--- src/rtl/tournament_bp.sv ---
// Tournament branch predictor: local + gshare arbitrated by a per-PC chooser, with BTB and
// speculative GHR. Define TOURNAMENT_BP_TAG_EN to store and compare BTB tags.
module tournament_bp #(
  parameter int unsigned IDX_W  = 5,
  parameter int unsigned GHR_W  = 5,
  parameter int unsigned WARMUP = 10,
  parameter int unsigned TAG_W  = 8
) (
  input  logic              clk,
  input  logic              Reset_n,
  input  logic [31:0]       PC,
  input  logic [31:0]       nextPC,
  input  logic              Branch,
  output logic              prediction,
  output logic [31:0]       predicted_address,
  output logic              pred_src,
  output logic [GHR_W-1:0]  GHR,
  input  logic              Branch_EX,
  input  logic [31:0]       PC_EX,
  input  logic              branchTaken,
  input  logic [31:0]       branch_target_EX,
  input  logic [GHR_W-1:0]  GHR_in,
  input  logic              mispredict_EX
);

  localparam int unsigned Entries   = 1 << IDX_W;
  localparam logic [7:0]  WarmupCnt = 8'(WARMUP);

  logic [1:0]  local_q   [Entries];
  logic [1:0]  gshare_q  [Entries];
  logic [1:0]  chooser_q [Entries];
  logic        btb_valid_q  [Entries];
  logic [31:0] btb_target_q [Entries];
`ifdef TOURNAMENT_BP_TAG_EN
  logic [TAG_W-1:0] btb_tag_q [Entries];
  logic [TAG_W-1:0] fe_tag, ex_tag;
  assign fe_tag = PC[IDX_W+TAG_W+1:IDX_W+2];
  assign ex_tag = PC_EX[IDX_W+TAG_W+1:IDX_W+2];
`endif

  logic [GHR_W-1:0] ghr_q, ghr_d;
  logic [7:0]       warm_q;

  logic [IDX_W-1:0] fe_li, fe_gi, ex_li, ex_gi;
  logic             use_gshare, dir, hit;
  logic             ex_local_pred, ex_gshare_pred;

  logic unused_bits;
  assign unused_bits = ^{PC, PC_EX, GHR_in};

  function automatic logic [1:0] sat_step(input logic [1:0] c, input logic up);
    if (up) return (c == 2'b11) ? c : c + 2'd1;
    else    return (c == 2'b00) ? c : c - 2'd1;
  endfunction

  assign fe_li = PC[IDX_W+1:2];
  assign fe_gi = fe_li ^ IDX_W'(ghr_q);
  assign ex_li = PC_EX[IDX_W+1:2];
  assign ex_gi = ex_li ^ IDX_W'(GHR_in);

  always_comb begin
    use_gshare = (warm_q >= WarmupCnt) && chooser_q[fe_li][1];
    dir        = use_gshare ? gshare_q[fe_gi][1] : local_q[fe_li][1];
`ifdef TOURNAMENT_BP_TAG_EN
    hit        = btb_valid_q[fe_li] && (btb_tag_q[fe_li] == fe_tag);
`else
    hit        = btb_valid_q[fe_li];
`endif
    prediction        = Branch & dir & hit;
    predicted_address = prediction ? btb_target_q[fe_li] : nextPC;
    pred_src          = Branch & use_gshare;
  end

  assign GHR = ghr_q;

  assign ex_local_pred  = local_q[ex_li][1];
  assign ex_gshare_pred = gshare_q[ex_gi][1];

  // Repair from EX takes priority over the speculative fetch shift.
  always_comb begin
    ghr_d = ghr_q;
    if (Branch_EX && mispredict_EX) begin
      ghr_d = {GHR_in[GHR_W-2:0], branchTaken};
    end else if (Branch) begin
      ghr_d = {ghr_q[GHR_W-2:0], prediction};
    end
  end

  always_ff @(posedge clk or negedge Reset_n) begin
    if (!Reset_n) begin
      for (int i = 0; i < Entries; i++) begin
        local_q[i]      <= 2'b01;
        gshare_q[i]     <= 2'b01;
        chooser_q[i]    <= 2'b01;
        btb_valid_q[i]  <= 1'b0;
        btb_target_q[i] <= '0;
`ifdef TOURNAMENT_BP_TAG_EN
        btb_tag_q[i]    <= '0;
`endif
      end
      ghr_q  <= '0;
      warm_q <= '0;
    end else begin
      ghr_q <= ghr_d;
      if (Branch_EX) begin
        local_q[ex_li]  <= sat_step(local_q[ex_li], branchTaken);
        gshare_q[ex_gi] <= sat_step(gshare_q[ex_gi], branchTaken);
        // Chooser only learns when the components disagreed; up means gshare was right.
        if (ex_local_pred != ex_gshare_pred) begin
          chooser_q[ex_li] <= sat_step(chooser_q[ex_li], ex_gshare_pred == branchTaken);
        end
        if (branchTaken) begin
          btb_valid_q[ex_li]  <= 1'b1;
          btb_target_q[ex_li] <= branch_target_EX;
`ifdef TOURNAMENT_BP_TAG_EN
          btb_tag_q[ex_li]    <= ex_tag;
`endif
        end
        if (warm_q < WarmupCnt) warm_q <= warm_q + 8'd1;
      end
    end
  end

endmodule
--- config.mk ---
export PLATFORM = sky130hd
export DESIGN_NAME = tournament_bp
export DESIGN_NICKNAME = d
export VERILOG_FILES = /design/src/rtl/tournament_bp.sv
export SDC_FILE = /design/constraint.sdc
export NUM_CORES = 2
export LEC_CHECK = 0
export ABC_AREA = 1
export CAP_MARGIN = 20
export CORE_AREA = 2 2 364 366
export CTS_CLUSTER_DIAMETER = 150
export DETAILED_ROUTE_END_ITERATION = 7
export DIE_AREA = 0 0 366 368
export HOLD_SLACK_MARGIN = 0.03
export PLACE_DENSITY = 0.67
export SLEW_MARGIN = 15
export SYNTH_ARGS = -nofsm -noshare
export SYNTH_HDL_FRONTEND = slang
export SYNTH_SLANG_ARGS = --single-unit
--- constraint.sdc ---
create_clock -name clk -period 4.9 [get_ports clk]
set_input_delay 1.47 -clock clk [delete_from_list [all_inputs] [get_ports clk]]
set_output_delay 1.47 -clock clk [all_outputs]
set_load 0.01 [all_outputs]
# [Word level (Yosys, flattened, before mapping)]
# Cells that the tools add are included.
[totals] input_bits=139 elab_cells=256 register_bits=1261
[classes] magnitude_cmp=8 addsub=7 eq_ne=5 mux=53 n_reduce_logical=11 bitwise_logic=10
[ops] op="bitwise mux 1024 bit" count=1
[ops] op="bitwise mux 64 bit" count=3
[ops] op="binary-select mux 32 bit (select 5 bit)" count=1
[ops] op="demux 32 bit (select 5 bit)" count=1
[ops] op="2-to-1 mux 32 bit" count=4
[ops] op="binary-select mux 2 bit (select 5 bit)" count=6
[ops] op="2-to-1 mux 2 bit" count=27
[ops] op="OR 32 bit" count=1
[ops] op="greater-or-equal comparator 6 bit, second input constant" count=4
[ops] op="inverter 5 -> 6 bit" count=4
[ops] op="demux 2 bit (select 5 bit)" count=2
[ops] op="less-than comparator 6 x 1 -> 1 bit, second input constant" count=2
[ops] op="2-to-1 mux 5 bit" count=2
[ops] op="XOR 5 bit" count=2
[ops] op="adder 8 x 1 -> 8 bit, second input constant" count=1
[ops] op="greater-or-equal comparator 8 x 4 -> 1 bit, second input constant" count=1
[ops] op="less-than comparator 8 x 4 -> 1 bit, second input constant" count=1
[ops] op="adder 2 x 1 -> 2 bit, second input constant" count=3
[ops] op="equality test 2 bit, second input constant" count=3
[ops] op="logical NOT 2 bit" count=3
[ops] op="AND reduction 2 bit" count=3
[ops] op="subtractor 2 x 1 -> 2 bit, second input constant" count=3
[ops] op="binary-select mux 1 bit (select 5 bit)" count=1
[ops] op="demux 1 bit (select 5 bit)" count=1
[ops] op="other kinds (6)" count=14

# [Depth between registers and ports, before layout]
[depth] depth_word=10 mapped_depth=18 ltp_nobuf=16

# [Least setup slack after synthesis]
# Ideal clock, no wire load.
[synth_path] path_kind="input port to output port" from="input port PC[2]" to="output port predicted_address[21]" path_buffers=3 path_slack_ns=0.168 path_stages=14 t_arrival_ns=3.262 path_cell_list="buf_2 clkinv_1 clkbuf_1 nand2_1 nand3_1 nand3_1 nand3_1 nand2_1 nand2_1 nand3_1 a21oi_1 clkbuf_1 nand3_1 nand2_1"
[synth_via] elab_chain_cells=9 elab_cells_between_ends=23 cone_classes="mux (17); bitwise (5); reduce/logical (1)"
[synth_lines] item="start, declared" line="11" rtl="input logic [31:0] PC,"
[synth_lines] item="XOR 5 bit / inverter 5 -> 6 bit (equally long branches)"
[synth_lines] item="inverter 5 -> 6 bit (implied by the code) / binary-select mux 2 bit (select 5 bit) (equally long branches)" line="63, 62"
[synth_lines] item="binary-select mux 2 bit (select 5 bit) / 2-to-1 mux 2 bit (equally long branches)" line="63, 62"
[synth_lines] item="2-to-1 mux 2 bit, on equally long branches" line="63, 62"
[synth_lines] item="2-to-1 mux 2 bit (implied by the code) / logical AND 1 bit (equally long branches)" line="63, 62"
[synth_lines] item="2-to-1 mux 1 bit" line="63" rtl="dir = use_gshare ? gshare_q[fe_gi][1] : local_q[fe_li][1];"
[synth_lines] item="AND 1 bit (2 in series)" line="69" rtl="prediction = Branch & dir & hit;"
[synth_lines] item="2-to-1 mux 32 bit (*)" line="70" rtl="predicted_address = prediction ? btb_target_q[fe_li] : nextPC;"
[synth_lines] item="end, declared" line="15" rtl="output logic [31:0] predicted_address,"
# Mark *: on every way between the ends. The rest lies on a longest branch, timed or not. The select of a mux whose other input is x is not followed.

# [Final worst setup path]
[layout_path] from="input port PC[2]" to="output port predicted_address[4]"
# Same word-level chain as after synthesis.

==> run_results.csv <==
group,metric,value,unit
worst_setup_path,slowest_delay,0.17,ns
routing,wire_per_inst,21.96,um
run,drv_cap,0,
finish,final_common_cell,"nand2_1",
worst_setup_path,cp_cell_sequence,"buf_16, inv_16, buf_12, nand2_1, nand3_1, nand3_2, nand3_2, nand2_2, nand2_2, nand3_4, buf_6, a21oi_4, buf_12, nand2_8, buf_12, clkbuf_16, nand2_1, nand2_1, buf_2",
clock_tree,path_clk_slew,0.06,ns
worst_setup_path,startpoint,"PC[2]",
finish,seq_area,31680,um^2
finish,multiInputGateArea,23840,um^2
worst_setup_path,path_max_fanout,7,
worst_hold_path,min_delay_path_depth,0,
worst_setup_path,critPathSlowestCell,"buf_12",
placement,gp_congestion,0.9292,
floorplanning,core,130800,um^2
sta,setup_viol,33,
power_and_ir_drop,ir_drop,0.2688,mV
placement,io_buffers,123,
finish,drive_gt1_frac,0.1126,
grt,overflow,0,
floorplanning,fp.dieW,366,um
worst_setup_path,critPathLaunchType,"primary input",
clock_tree,hold_buffers,0,
floorplanning,rows,133,
sta,timing.hold.ws,0.3676,ns
sta,slew_headroom,0.2280,
sta,clock.fmax,0.1977,GHz
routing,ant_nets,0,
worst_setup_path,worstRegToRegCells,13,
clock_tree,cts_buffers,134,
yosys,synth_flop_cell,"dfrtp_1",
routing,vias,52740,
worst_setup_path,crit_type,"in -> out",
worst_hold_path,worstHoldStart,"warm_q[7]$_DFFE_PN0P_",
yosys,synth_area_leaders,"dfrtp_1 50%, o21ai_0 14%, nand2_1 12%, nor2_1 4.6%, dfstp_2 4.3%",
worst_setup_path,end_kind,"output pin",
grt,grt_max_degree,149,
yosys,synth_edf_count,0,
sta,finalMaxSlewViolations,0,
routing,dr.pass1.iters,8,
floorplanning,die_y,368,um
yosys,synth-async-reset-ratio,1.000,
yosys,yosysSeqAreaShare,0.5426,
yosys,yosysWarnings,0,
power_and_ir_drop,p_leak,31.48,nW
sta,setup_ws,-0.1588,ns
worst_setup_path,critPathBufInv,8,
worst_setup_path,critPathTopFamily,"buffers and inverters",
worst_setup_path,worstPathArrival,3.59,ns
sta,skew,0.03083,ns
placement,placedCellCount,8727,
placement,pre_cts_ws,-0.6969,ns
finish,finalNonFillerCells,9003,
floorplanning,die-area,134700,um^2
finish,layout_common_cells,"1807 x nand2_1, 1546 x o21ai_0, 1165 x dfrtp_1, 710 x nor2_1, 252 x inv_1",
grt,antenna_found_initial,1,
yosys,synth_seq_cells,1261,
yosys,synth_largest_area_cell,"dfrtp_1",
yosys,synth_cells,7188,
yosys,synth_cell_types,33,
placement,dpl_cell_area,63230,um^2
worst_setup_path,worst-path-stages,19,
sta,fin_setup_tns,-3.864,ns
worst_hold_path,min_path_type,"reg -> reg",
worst_setup_path,required,3.43,ns
sta,min_period,5.059,ns
power_and_ir_drop,powerDensity,405.7,nW/um^2
sta,tightestPinTransition,1.158,ns
clock_tree,root_buffer,"clkbuf_16",
yosys,synth_top_area_frac,0.4993,
placement,hpwl,110000,um
clock_tree,cts_max_level,4,
clock_tree,clock_sinks,1261,
clock_tree,worstSkewPairLatency,0.78,ns
yosys,synthesis.nets,7329,
yosys,syn_area,58380,um^2
worst_setup_path,r2r_start,"local_q[5]$_DFFE_PN0P_",
sta,period_share,1.032,
outcome,violations,"setup timing",
floorplanning,top_level_ports,178,
routing,drtIter0Drc,6498,
outcome,status,"complete, but fails checks",
routing,viasPerCell,5.858,
clock_tree,cts_tree,"done",
grt,grt_pass1_vias,49930,
grt,grt_usage,0.2877,
grt,grt_pass1_wl,301800,um
finish,fillers,12050,
clock_tree,clock_path_buffers,3,
floorplanning,start_util,0.4464,
power_and_ir_drop,total_power,27.97,mW
finish,area_growth_syn_to_layout,18.08,%
finish,utilization,0.5271,
finish,final_area,68940,um^2
sta,rsz0062_at_grt,"true",
routing,detail_route.wirelength,197700,um
yosys,syn_area_per_cell,8.122,um^2
routing,drc_errors,0,
sta,finalHoldViolations,0,
finish,fin_nets,7286,
cell families (layout without fill, tap and decap cells):
family	after synthesis	count (layout)	share of synthesized area
adders and majority gates	2	2	0.0004286
DFF	1261	1261	0.5426
xor gates and xnor gates	11	11	0.001650
other	0	1	0
AOI/OAI and AO/OA	2092	2092	0.1991
buffers and inverters	900	959	0.05906
and+or+nand+nor	2922	2922	0.1972
routing by layer:
| layer | GRT usage | up-vias | routed length, um |
|---|---|---|---|
| met4 | 0.1137 | 2 | 7573 |
| met2 | 0.4365 | 2716 | 86820 |
| li1 | - | 23930 | - |
| met5 | 0 | - | 13 |
| met1 | 0.4043 | 25640 | 83170 |
| met3 | 0.05900 | 462 | 20140 |
area by class of cell:
| type | instances | share of cell area |
|---|---|---|
| sequential | 1261 | 0.4595 |
| clock inverter | 48 | 0.01047 |
| timing repair buffer | 454 | 0.08091 |
| inverter | 267 | 0.01503 |
| clock buffer | 190 | 0.05643 |
| antenna | 1 | 0.00003630 |
| tap | 1755 | 0.03185 |
| multi-input combinational | 5027 | 0.3458 |
worst reg2reg max path: stages (launching register included):
cell and delay [ns]:
dfrtp_1 0.39, inv_1 0.08, o21ai_0 0.08, o21ai_0 0.16
nand2_1 0.07, inv_1 0.09, nand2_1 0.05, nor2_1 0.33
nand3_1 0.27, nand3_2 0.13, buf_4 0.41, nor2_1 0.13
nand2_1 0.09, nand2_1 0.06
registers in the layout (all words and copies together) (netlist names):
name and cells:
warm_q 8, chooser_q 64, gshare_q 64, btb_target_q 1024
GHR 5, btb_valid_q 32, local_q 64
synthesized netlist by cell type, types with 50 or more instances:
master and instances:
buf_2 50, a22oi_1 51, o21ai_0 1590, nor2_1 712, dfrtp_1 1165, dfstp_2 96
nand2_1 1864, clkbuf_1 542, inv_1 254, o211ai_1 54, a21oi_1 112, o221ai_1 219
nand3_1 260
final timing paths:
kind,endpoint,slack (ns)
worst max-delay path,predicted_address[4],-0.16
worst min register to register,warm_q[7]$_DFFE_PN0P_,0.37
worst max register to register,chooser_q[53]$_DFFE_PN0P_,2.45
worst min-delay path,warm_q[7]$_DFFE_PN0P_,0.37
max in group asynchronous,btb_target_q[134]$_DFFE_PN0P_,2.94
min in group asynchronous,local_q[7]$_DFFE_PN0P_,0.57
where the power goes:
part,internal [mW],switching (mW),total (mW),leakage (nW)
Clock,6.39,4.36,10.8,2.26
Combinational,1.71,2.67,4.38,12.8
Sequential,12.0,0.806,12.8,16.4
what timing repair did:
action | 4_1_cts | 5_1_grt
gates resized for setup | 178 | 126
pin swaps | 13 | 45
endpoints found under the setup margin | 33 | 33
cloned | 8 | 11
buffers inserted | 7 | 12
Power figures use the tool's default switching activity.
